`src/rtl/ex_wb_stage_if.sv`:
```
`default_nettype none
// ============================================================================
//  Module      : ex_wb_stage_if
//  Description : EX-side control/operand bundle and WB-side result bundle of
//                the execute-to-writeback boundary, including GPIO pins.
//  Revision    : 1.0  initial release
// ============================================================================
interface ex_wb_stage_if #(
  parameter int WIDTH = 32
);
  // EX-stage inputs
  logic             flush_EX;
  logic             regwrite_EX;
  logic [1:0]       regsel_EX;
  logic             enhilo_EX;
  logic             rdrt_EX;
  logic             gpio_out_EX;
  logic             gpio_in_EX;
  logic [4:0]       rs_EX;
  logic [4:0]       rt_EX;
  logic [4:0]       rd_EX;
  logic [WIDTH-1:0] readdata1_EX;
  logic [WIDTH-1:0] readdata2_EX;
  logic [WIDTH-1:0] lo_EX;
  logic [WIDTH-1:0] hi_EX;
  logic [WIDTH-1:0] gpio_in;

  // WB-stage / architectural outputs
  logic             regwrite_WB;
  logic [4:0]       writeaddr_WB;
  logic [WIDTH-1:0] writedata_WB;
  logic [WIDTH-1:0] fwd_a_EX;
  logic [WIDTH-1:0] fwd_b_EX;
  logic [WIDTH-1:0] hi_q;
  logic [WIDTH-1:0] lo_q;
  logic [WIDTH-1:0] gpio_out;

  // Pipeline side that issues EX instructions and observes results
  modport master (
    output flush_EX, regwrite_EX, regsel_EX, enhilo_EX, rdrt_EX,
           gpio_out_EX, gpio_in_EX, rs_EX, rt_EX, rd_EX,
           readdata1_EX, readdata2_EX, lo_EX, hi_EX, gpio_in,
    input  regwrite_WB, writeaddr_WB, writedata_WB, fwd_a_EX, fwd_b_EX,
           hi_q, lo_q, gpio_out
  );

  // The EX/WB stage itself
  modport slave (
    input  flush_EX, regwrite_EX, regsel_EX, enhilo_EX, rdrt_EX,
           gpio_out_EX, gpio_in_EX, rs_EX, rt_EX, rd_EX,
           readdata1_EX, readdata2_EX, lo_EX, hi_EX, gpio_in,
    output regwrite_WB, writeaddr_WB, writedata_WB, fwd_a_EX, fwd_b_EX,
           hi_q, lo_q, gpio_out
  );
endinterface
`default_nettype wire

```
`src/rtl/ex_wb_stage.sv`:
```
`default_nettype none
// ============================================================================
//  Module      : ex_wb_stage
//  Description : Execute-to-writeback boundary of a 3-stage MIPS pipeline.
//                Owns HI/LO and the GPIO output register, synchronises GPIO
//                input pins, registers the writeback packet and forwards the
//                WB result to the rs/rt operands of the instruction in EX.
//  Revision    : 1.0  initial release
// ============================================================================
module ex_wb_stage #(
  parameter int WIDTH       = 32,
  parameter int SYNC_STAGES = 2   // must be >= 2
) (
  input  wire logic   clk,
  input  wire logic   rst,
  ex_wb_stage_if.slave bus
);

  localparam logic [1:0] c_SEL_HI = 2'd1;
  localparam logic [1:0] c_SEL_LO = 2'd2;

  logic                               r_regwrite_wb;
  logic [4:0]                         r_writeaddr_wb;
  logic [WIDTH-1:0]                   r_writedata_wb;
  logic [WIDTH-1:0]                   r_hi;
  logic [WIDTH-1:0]                   r_lo;
  logic [WIDTH-1:0]                   r_gpio_out;
  logic [SYNC_STAGES-1:0][WIDTH-1:0]  r_sync;

  logic                               w_valid;
  logic [4:0]                         w_addr;
  logic [WIDTH-1:0]                   w_fwd_a;
  logic [WIDTH-1:0]                   w_fwd_b;
  logic [WIDTH-1:0]                   w_wdata;

  assign w_valid = ~bus.flush_EX;
  assign w_addr  = bus.rdrt_EX ? bus.rt_EX : bus.rd_EX;

  // WB->EX bypass; $0 never matches because its write enable is never set
  always_comb begin
    w_fwd_a = bus.readdata1_EX;
    w_fwd_b = bus.readdata2_EX;
    if (r_regwrite_wb && (r_writeaddr_wb == bus.rs_EX)) w_fwd_a = r_writedata_wb;
    if (r_regwrite_wb && (r_writeaddr_wb == bus.rt_EX)) w_fwd_b = r_writedata_wb;
  end

  // Writeback data select: GPIO read beats GPIO write beats HI/LO moves
  always_comb begin
    w_wdata = bus.lo_EX;
    if (bus.gpio_in_EX)                w_wdata = r_sync[SYNC_STAGES-1];
    else if (bus.gpio_out_EX)          w_wdata = w_fwd_b;
    else if (bus.regsel_EX == c_SEL_HI) w_wdata = r_hi;
    else if (bus.regsel_EX == c_SEL_LO) w_wdata = r_lo;
  end

  // Writeback packet register; address/data load every cycle, enable is qualified
  always_ff @(posedge clk) begin
    if (rst) begin
      r_regwrite_wb  <= 1'b0;
      r_writeaddr_wb <= '0;
      r_writedata_wb <= '0;
    end else begin
      r_regwrite_wb  <= w_valid & bus.regwrite_EX & (w_addr != 5'd0);
      r_writeaddr_wb <= w_addr;
      r_writedata_wb <= w_wdata;
    end
  end

  // Architectural HI/LO, loaded by mult/multu
  always_ff @(posedge clk) begin
    if (rst) begin
      r_hi <= '0;
      r_lo <= '0;
    end else if (w_valid && bus.enhilo_EX) begin
      r_hi <= bus.hi_EX;
      r_lo <= bus.lo_EX;
    end
  end

  // GPIO output register, driven from the forwarded rt operand
  always_ff @(posedge clk) begin
    if (rst)                                r_gpio_out <= '0;
    else if (w_valid && bus.gpio_out_EX)    r_gpio_out <= w_fwd_b;
  end

  // Free-running synchroniser chain for the asynchronous GPIO pins
  always_ff @(posedge clk) begin
    if (rst) r_sync <= '0;
    else     r_sync <= {r_sync[SYNC_STAGES-2:0], bus.gpio_in};
  end

  assign bus.regwrite_WB  = r_regwrite_wb;
  assign bus.writeaddr_WB = r_writeaddr_wb;
  assign bus.writedata_WB = r_writedata_wb;
  assign bus.fwd_a_EX     = w_fwd_a;
  assign bus.fwd_b_EX     = w_fwd_b;
  assign bus.hi_q         = r_hi;
  assign bus.lo_q         = r_lo;
  assign bus.gpio_out     = r_gpio_out;

endmodule
`default_nettype wire

```
`src/flat_wrapper.sv`:
```
// flat-port wrapper written by rule: the top's interface ports become plain ports
module ex_wb_stage_flat 
#(
  parameter int WIDTH       = 32,
  parameter int SYNC_STAGES = 2                  
)
  (clk, rst, bus_flush_EX, bus_regwrite_EX, bus_regsel_EX, bus_enhilo_EX, bus_rdrt_EX, bus_gpio_out_EX, bus_gpio_in_EX, bus_rs_EX, bus_rt_EX, bus_rd_EX, bus_readdata1_EX, bus_readdata2_EX, bus_lo_EX, bus_hi_EX, bus_gpio_in, bus_regwrite_WB, bus_writeaddr_WB, bus_writedata_WB, bus_fwd_a_EX, bus_fwd_b_EX, bus_hi_q, bus_lo_q, bus_gpio_out);
  ex_wb_stage_if #(.WIDTH(WIDTH)) bus_i ();
  input  wire logic clk;
  input  wire logic rst;
  input wire logic [$bits(bus_i.flush_EX)-1:0] bus_flush_EX;
  input wire logic [$bits(bus_i.regwrite_EX)-1:0] bus_regwrite_EX;
  input wire logic [$bits(bus_i.regsel_EX)-1:0] bus_regsel_EX;
  input wire logic [$bits(bus_i.enhilo_EX)-1:0] bus_enhilo_EX;
  input wire logic [$bits(bus_i.rdrt_EX)-1:0] bus_rdrt_EX;
  input wire logic [$bits(bus_i.gpio_out_EX)-1:0] bus_gpio_out_EX;
  input wire logic [$bits(bus_i.gpio_in_EX)-1:0] bus_gpio_in_EX;
  input wire logic [$bits(bus_i.rs_EX)-1:0] bus_rs_EX;
  input wire logic [$bits(bus_i.rt_EX)-1:0] bus_rt_EX;
  input wire logic [$bits(bus_i.rd_EX)-1:0] bus_rd_EX;
  input wire logic [$bits(bus_i.readdata1_EX)-1:0] bus_readdata1_EX;
  input wire logic [$bits(bus_i.readdata2_EX)-1:0] bus_readdata2_EX;
  input wire logic [$bits(bus_i.lo_EX)-1:0] bus_lo_EX;
  input wire logic [$bits(bus_i.hi_EX)-1:0] bus_hi_EX;
  input wire logic [$bits(bus_i.gpio_in)-1:0] bus_gpio_in;
  output wire logic [$bits(bus_i.regwrite_WB)-1:0] bus_regwrite_WB;
  output wire logic [$bits(bus_i.writeaddr_WB)-1:0] bus_writeaddr_WB;
  output wire logic [$bits(bus_i.writedata_WB)-1:0] bus_writedata_WB;
  output wire logic [$bits(bus_i.fwd_a_EX)-1:0] bus_fwd_a_EX;
  output wire logic [$bits(bus_i.fwd_b_EX)-1:0] bus_fwd_b_EX;
  output wire logic [$bits(bus_i.hi_q)-1:0] bus_hi_q;
  output wire logic [$bits(bus_i.lo_q)-1:0] bus_lo_q;
  output wire logic [$bits(bus_i.gpio_out)-1:0] bus_gpio_out;
  assign bus_i.flush_EX = bus_flush_EX;
  assign bus_i.regwrite_EX = bus_regwrite_EX;
  assign bus_i.regsel_EX = bus_regsel_EX;
  assign bus_i.enhilo_EX = bus_enhilo_EX;
  assign bus_i.rdrt_EX = bus_rdrt_EX;
  assign bus_i.gpio_out_EX = bus_gpio_out_EX;
  assign bus_i.gpio_in_EX = bus_gpio_in_EX;
  assign bus_i.rs_EX = bus_rs_EX;
  assign bus_i.rt_EX = bus_rt_EX;
  assign bus_i.rd_EX = bus_rd_EX;
  assign bus_i.readdata1_EX = bus_readdata1_EX;
  assign bus_i.readdata2_EX = bus_readdata2_EX;
  assign bus_i.lo_EX = bus_lo_EX;
  assign bus_i.hi_EX = bus_hi_EX;
  assign bus_i.gpio_in = bus_gpio_in;
  assign bus_regwrite_WB = bus_i.regwrite_WB;
  assign bus_writeaddr_WB = bus_i.writeaddr_WB;
  assign bus_writedata_WB = bus_i.writedata_WB;
  assign bus_fwd_a_EX = bus_i.fwd_a_EX;
  assign bus_fwd_b_EX = bus_i.fwd_b_EX;
  assign bus_hi_q = bus_i.hi_q;
  assign bus_lo_q = bus_i.lo_q;
  assign bus_gpio_out = bus_i.gpio_out;
  ex_wb_stage #(.WIDTH(WIDTH), .SYNC_STAGES(SYNC_STAGES)) u_core (.clk(clk), .rst(rst), .bus(bus_i));
endmodule
```
`config.mk`:
```
export PLATFORM = sky130hd
export DESIGN_NAME = ex_wb_stage_flat
export DESIGN_NICKNAME = d
export VERILOG_FILES = /design/src/rtl/ex_wb_stage_if.sv /design/src/rtl/ex_wb_stage.sv /design/src/flat_wrapper.sv
export SDC_FILE = /design/constraint.sdc
export NUM_CORES = 1
export LEC_CHECK = 0
export CAP_MARGIN = 5
export CORE_AREA = 2 2 151 153
export CTS_BUF_LIST = sky130_fd_sc_hd__clkbuf_4 sky130_fd_sc_hd__clkbuf_8
export DETAILED_ROUTE_END_ITERATION = 7
export DIE_AREA = 0 0 153 155
export GPL_ROUTABILITY_DRIVEN = 0
export GPL_TIMING_DRIVEN = 0
export PLACE_DENSITY = 0.74
export SLEW_MARGIN = 20
export SYNTH_ARGS = -nofsm -noshare
export SYNTH_HDL_FRONTEND = slang
export SYNTH_SLANG_ARGS = --single-unit
```
`constraint.sdc`:
```
create_clock -name clk -period 4.3 [get_ports clk]
set_input_delay 0.43 -clock clk [delete_from_list [all_inputs] [get_ports clk]]
set_output_delay 0.43 -clock clk [all_outputs]
set_load 0.1 [all_outputs]
```
After elaboration in Yosys (flattened, before gate mapping)
Cells that the tools add are included.
{"block": "word_totals", "ff_bits": 198, "latchBits": 0, "mem_bits_rw": 0, "mem_bits_ro": 0, "in_bits": 185, "out_inout_bits": 198, "wordCells": 27, "n_memories": 0}
{"block": "op_classes", "add_sub_neg": 0, "n_mul": 0, "div": 0, "magnitude_cmp": 0, "eq_ne": 4, "n_shift": 0, "mux": 7, "bitwise": 3, "n_reduce_logical": 5}
{"cell": "32-bit 2-to-1 mux", "n": 6}
{"cell": "5-bit equality test", "n": 2}
{"cell": "5-bit 2-to-1 mux", "n": 1}
{"cell": "5-bit nonzero test", "n": 1}
{"cell": "1-bit logical AND", "n": 4}
{"cell": "1-bit bitwise AND", "n": 2}
{"cell": "2-bit by 1-bit equality test with 1-bit output, second input constant", "n": 1}
{"cell": "2-bit equality test, second input constant", "n": 1}
{"cell": "1-bit inverter", "n": 1}

Longest topological paths before layout
{"block": "depth", "depth_word": 5, "ltp_mapped": 6, "mapped_depth_nobuf": 4}

Worst setup path after synthesis
Ideal clock, no wire load.
{"block": "synth_timing", "kind": "register to output", "startpoint": "reg u_core.r_writeaddr_wb[0] (netlist: u_core.bus.writeaddr_WB[0])", "endpoint": "out bus_fwd_b_EX[10]", "arrival_ns": 2.490, "required_time_ns": 3.870, "slack_ns": 1.380, "stages_incl_launch_ff": 7, "path_buffers": 2, "cell_sequence": "dfxtp_1 -> xnor2_1 -> and4_1 -> buf_4 -> buf_6 -> nand4_1 -> nand2_1"}
{"block": "synth_between", "elab_chain_len": 3}
{"element": "start, declared", "line_no": "ex_wb_stage.sv:23", "text": "logic [4:0] r_writeaddr_wb;"}
{"element": "start signal, assigned", "line_no": "ex_wb_stage.sv:64", "text": "r_writeaddr_wb <= w_addr;"}
{"element": "5-bit equality test", "line_no": "ex_wb_stage.sv:44", "text": "if (r_regwrite_wb && (r_writeaddr_wb == bus.rt_EX)) w_fwd_b = r_writedata_wb;"}
{"element": "1-bit logical AND", "line_no": "ex_wb_stage.sv:44"}
{"element": "32-bit 2-to-1 mux", "line_no": "ex_wb_stage.sv:44"}
{"element": "end, declared", "line_no": "flat_wrapper.sv:30", "text": "output wire logic [$bits(bus_i.fwd_b_EX)-1:0] bus_fwd_b_EX;"}
No other way between the ends.

Worst setup path after layout
{"block": "layout_timing", "startpoint": "reg u_core.r_writeaddr_wb[1] (netlist: u_core.bus.writeaddr_WB[1])", "endpoint": "out bus_fwd_a_EX[15]"}
{"block": "layout_between", "elab_chain_len": 3}
{"element": "5-bit equality test", "line_no": "ex_wb_stage.sv:43", "text": "if (r_regwrite_wb && (r_writeaddr_wb == bus.rs_EX)) w_fwd_a = r_writedata_wb;"}
{"element": "1-bit logical AND", "line_no": "ex_wb_stage.sv:43"}
{"element": "32-bit 2-to-1 mux", "line_no": "ex_wb_stage.sv:43"}
{"element": "end, declared", "line_no": "flat_wrapper.sv:29", "text": "output wire logic [$bits(bus_i.fwd_a_EX)-1:0] bus_fwd_a_EX;"}
No other way between the ends.

==> load_flow_metrics.sql <==
INSERT INTO impl_metrics (metric_group, metric, value, unit) VALUES
('run_status', 'run_status', 'finished clean', ''),
('logic_synthesis', 'synth_edf_count', '0', ''),
('pwr', 'net-switching-power', '1930', 'uW'),
('logic_synthesis', 'yosysSeqAreaShare', '47.6', '%'),
('critical_path', 'critPathSlowestCell', 'sky130_fd_sc_hd__clkdlybuf4s50_1', ''),
('critical_path', 'r2r_start', 'u_core.bus.writeaddr_WB[1]$_SDFF_PP0_', ''),
('floorplan', 'starting_utilization_of_the_core_area', '37.5', '%'),
('routing', 'detail_route.wirelength', '33.3', 'mm'),
('clocking', 'clock-root-buffer', 'sky130_fd_sc_hd__clkbuf_8', ''),
('sta', 'report.final.slew_viol_count', '0', ''),
('routing', 'post-route-drc-count', '0', ''),
('sta', 'fmax', '268', 'MHz'),
('logic_synthesis', 'synth_seq_cells', '198', ''),
('critical_path', 'crit_type', 'register to primary output', ''),
('finish', 'area.growth.synth_to_final', '55.0', '%'),
('finish', 'layout.area.seq', '3960', 'um^2'),
('grt', 'initial_antenna_violation_count', '0', ''),
('sta', 'fin_setup_tns', '0', 'ps'),
('hold_path', 'hold_crit_start', 'bus_rdrt_EX', ''),
('routing', 'drt-pass1-iter-count', '6', ''),
('pwr', 'power.share.combinational', '32.2', '%'),
('routing', 'dr_total_vias', '8804', ''),
('clocking', 'cts_hold_repair.buffers', '0', ''),
('grt', 'globalRoute.totalOverflow', '0', ''),
('hold_path', 'hold-path-cell-count', '3', ''),
('hold_path', 'holdCritPathClass', 'input pin to register', ''),
('logic_synthesis', 'yosys_most_used_dff', 'sky130_fd_sc_hd__dfxtp_1', ''),
('place', 'hpwlAfterDp', '26.1', 'mm'),
('sta', 'timing.hold.ws', '421', 'ps'),
('logic_synthesis', 'yosys.cell_types.count', '33', ''),
('critical_path', 'worst-r2r-setup-slack', '2480', 'ps'),
('floorplan', 'placeableCoreArea', '22200', 'um^2'),
('sta', 'rsz0062_at_grt', 'false', ''),
('critical_path', 'timing.critical_path.required', '3870', 'ps'),
('grt', 'grt.total_usage', '27.1', '%'),
('logic_synthesis', 'post_synth_instance_area', '8330', 'um^2'),
('critical_path', 'critical_path.n_buffers_inverters', '3', ''),
('pwr', 'clock_power_share', '26.7', '%'),
('sta', 'slew_headroom', '28.7', '%'),
('place', 'buffer_ports.inserted', '379', ''),
('pwr', 'power_density', '378', 'nW/um^2'),
('logic_synthesis', 'synth_cells', '935', ''),
('floorplan', 'chipWidth', '153', 'um'),
('hold_path', 'worst_hold_path.endpoint', 'u_core.bus.writeaddr_WB[4]$_SDFF_PP0_', ''),
('clocking', 'max-clock-path-buffers', '2', ''),
('clocking', 'post-cts-setup-buffer-count', '0', ''),
('critical_path', 'cp_cell_sequence', 'xor2_1, nor4_1, and3_1, buf_6, buf_12, mux2_4, clkdlybuf4s50_1', ''),
('critical_path', 'critical_path.startpoint_type', 'register', ''),
('critical_path', 'cp-end-kind', 'primary output', ''),
('logic_synthesis', 'postSynthAreaPerCell', '8.91', 'um^2'),
('sta', 'final.setup_skew', '17.2', 'ps'),
('clocking', 'tritoncts.num_buffers', '17', ''),
('floorplan', 'die_area', '23700', 'um^2'),
('clocking', 'tritoncts_clock_tree', 'built', ''),
('grt', 'grt_pass1_vias', '8197', ''),
('logic_synthesis', 'synth-warning-count', '0', ''),
('finish', 'filler_cell_count', '2026', ''),
('critical_path', 'r2r_cells', '5', ''),
('finish', 'layout-drive-gt1-share', '7.06', '%'),
('clocking', 'clock_sinks', '198', ''),
('floorplan', 'floorplan.die.height', '155', 'um'),
('pwr', 'pwr-share-seq', '41.1', '%'),
('routing', 'routed_wire_length_per_instance', '20.4', 'um'),
('critical_path', 'cp_num_cells', '7', ''),
('floorplan', 'io_pins', '383', ''),
('routing', 'drtIter0Drc', '937', ''),
('pwr', 'power_switching_share', '39.6', '%'),
('routing', 'dr.max_layer_used', 'met4', ''),
('finish', 'mostFrequentLayoutCell', 'sky130_fd_sc_hd__clkdlybuf4s50_1', ''),
('critical_path', 'r2r_end', 'u_core.bus.gpio_out[9]$_SDFFE_PP0P_', ''),
('logic_synthesis', 'syn_nets', '1120', '');
[cell usage after synthesis, types with 3 or more instances]
cell type / count / share of area, %
sky130_fd_sc_hd__buf_1: 6 / 0.27
sky130_fd_sc_hd__a31oi_1: 33 / 2.5
sky130_fd_sc_hd__nor2b_1: 68 / 5.1
sky130_fd_sc_hd__buf_6: 4 / 0.54
sky130_fd_sc_hd__clkbuf_1: 55 / 2.5
sky130_fd_sc_hd__nand2_1: 161 / 7.3
sky130_fd_sc_hd__xnor2_1: 5 / 0.53
sky130_fd_sc_hd__buf_2: 20 / 1.2
sky130_fd_sc_hd__mux2i_1: 5 / 0.60
sky130_fd_sc_hd__a311oi_1: 32 / 3.4
sky130_fd_sc_hd__mux2_4: 30 / 5.4
sky130_fd_sc_hd__a221o_1: 32 / 3.8
sky130_fd_sc_hd__nand4_1: 33 / 2.5
sky130_fd_sc_hd__nor2_1: 39 / 1.8
sky130_fd_sc_hd__buf_12: 3 / 0.72
sky130_fd_sc_hd__a21oi_1: 96 / 5.8
sky130_fd_sc_hd__inv_1: 32 / 1.4
sky130_fd_sc_hd__o21ai_1: 30 / 1.8
sky130_fd_sc_hd__a221oi_1: 32 / 3.4
sky130_fd_sc_hd__dfxtp_1: 198 / 48
sky130_fd_sc_hd__xor2_1: 4 / 0.42
[flip-flops by register name, summed over array words and instances (netlist names)]
signal / flops
u_core.bus.writeaddr_WB: 5
u_core.bus.lo_q: 32
u_core.bus.hi_q: 32
u_core.bus.regwrite_WB: 1
u_core.r_sync: 64
u_core.bus.writedata_WB: 32
u_core.bus.gpio_out: 32
[routing by layer]
metal / GRT usage [%] / vias to the layer above
met5: 0 / -
met4: 8.77 / 0
met3: 5.24 / 57
met2: 45.7 / 493
met1: 35.1 / 4130
li1: - / 4124
[worst min-delay path, cell delays in order]
cell                       delay (ps)
sky130_fd_sc_hd__clkbuf_1         200
sky130_fd_sc_hd__mux2i_1          170
sky130_fd_sc_hd__nor2_1            80
[power by group through the flow]
stage | Combinational (uW) | Clock (uW) | Sequential, uW
detailed placement | 1570 | 0 | 2050
global route | 1630 | 1410 | 2020
finish | 1570 | 1310 | 2010
floorplan | 552 | 0 | 2540
global placement | 1560 | 0 | 2040
CTS | 1570 | 1320 | 2000
[through the flow]
stage / cell area, um^2 / power, uW / std cells / utilization (%) / worst slack [ps]
6_report: 12900 / 4880 / 1631 / 58.1 / 564
5_1_grt: 12900 / 5050 / 1631 / 58.1 / 395
4_1_cts: 12900 / 4900 / 1631 / 58.1 / 488
3_5_place_dp: 12500 / 3610 / 1599 / 56.2 / 575
3_3_place_gp: 12500 / 3600 / 1599 / 56.2 / 621
2_1_floorplan: 8330 / 3090 / 935 / - / 1380
[how the worst max path moves through the flow]
stage,endpoint,slack (ps)
after floorplan,bus_fwd_b_EX[10],1380
after global placement,bus_fwd_a_EX[15],620
after detailed placement,bus_fwd_a_EX[15],580
after CTS,bus_fwd_a_EX[15],490
after global routing,bus_fwd_a_EX[15],390
final,bus_fwd_a_EX[15],560
[area by class of cell]
type	instances	share of cell area [%]
Clock buffer	17	1.81
Tap cell	285	2.76
Clock inverter	15	1.54
Buffer	90	3.46
Inverter	32	0.930
Timing Repair Buffer	379	29.4
Multi-Input combinational cell	615	29.4
Sequential cell	198	30.7
[cell families (layout without fill, tap and decap cells)]
logic type	count (synthesis)	after routing	share of synthesized area, %
simple gates	310	310	17.3
mux	37	37	6.28
buf+inv	122	533	6.80
xor+xnor	11	11	1.34
flops	198	198	47.6
compound gates	257	257	20.7
Note: power is estimated with default switching activity, not from simulation.
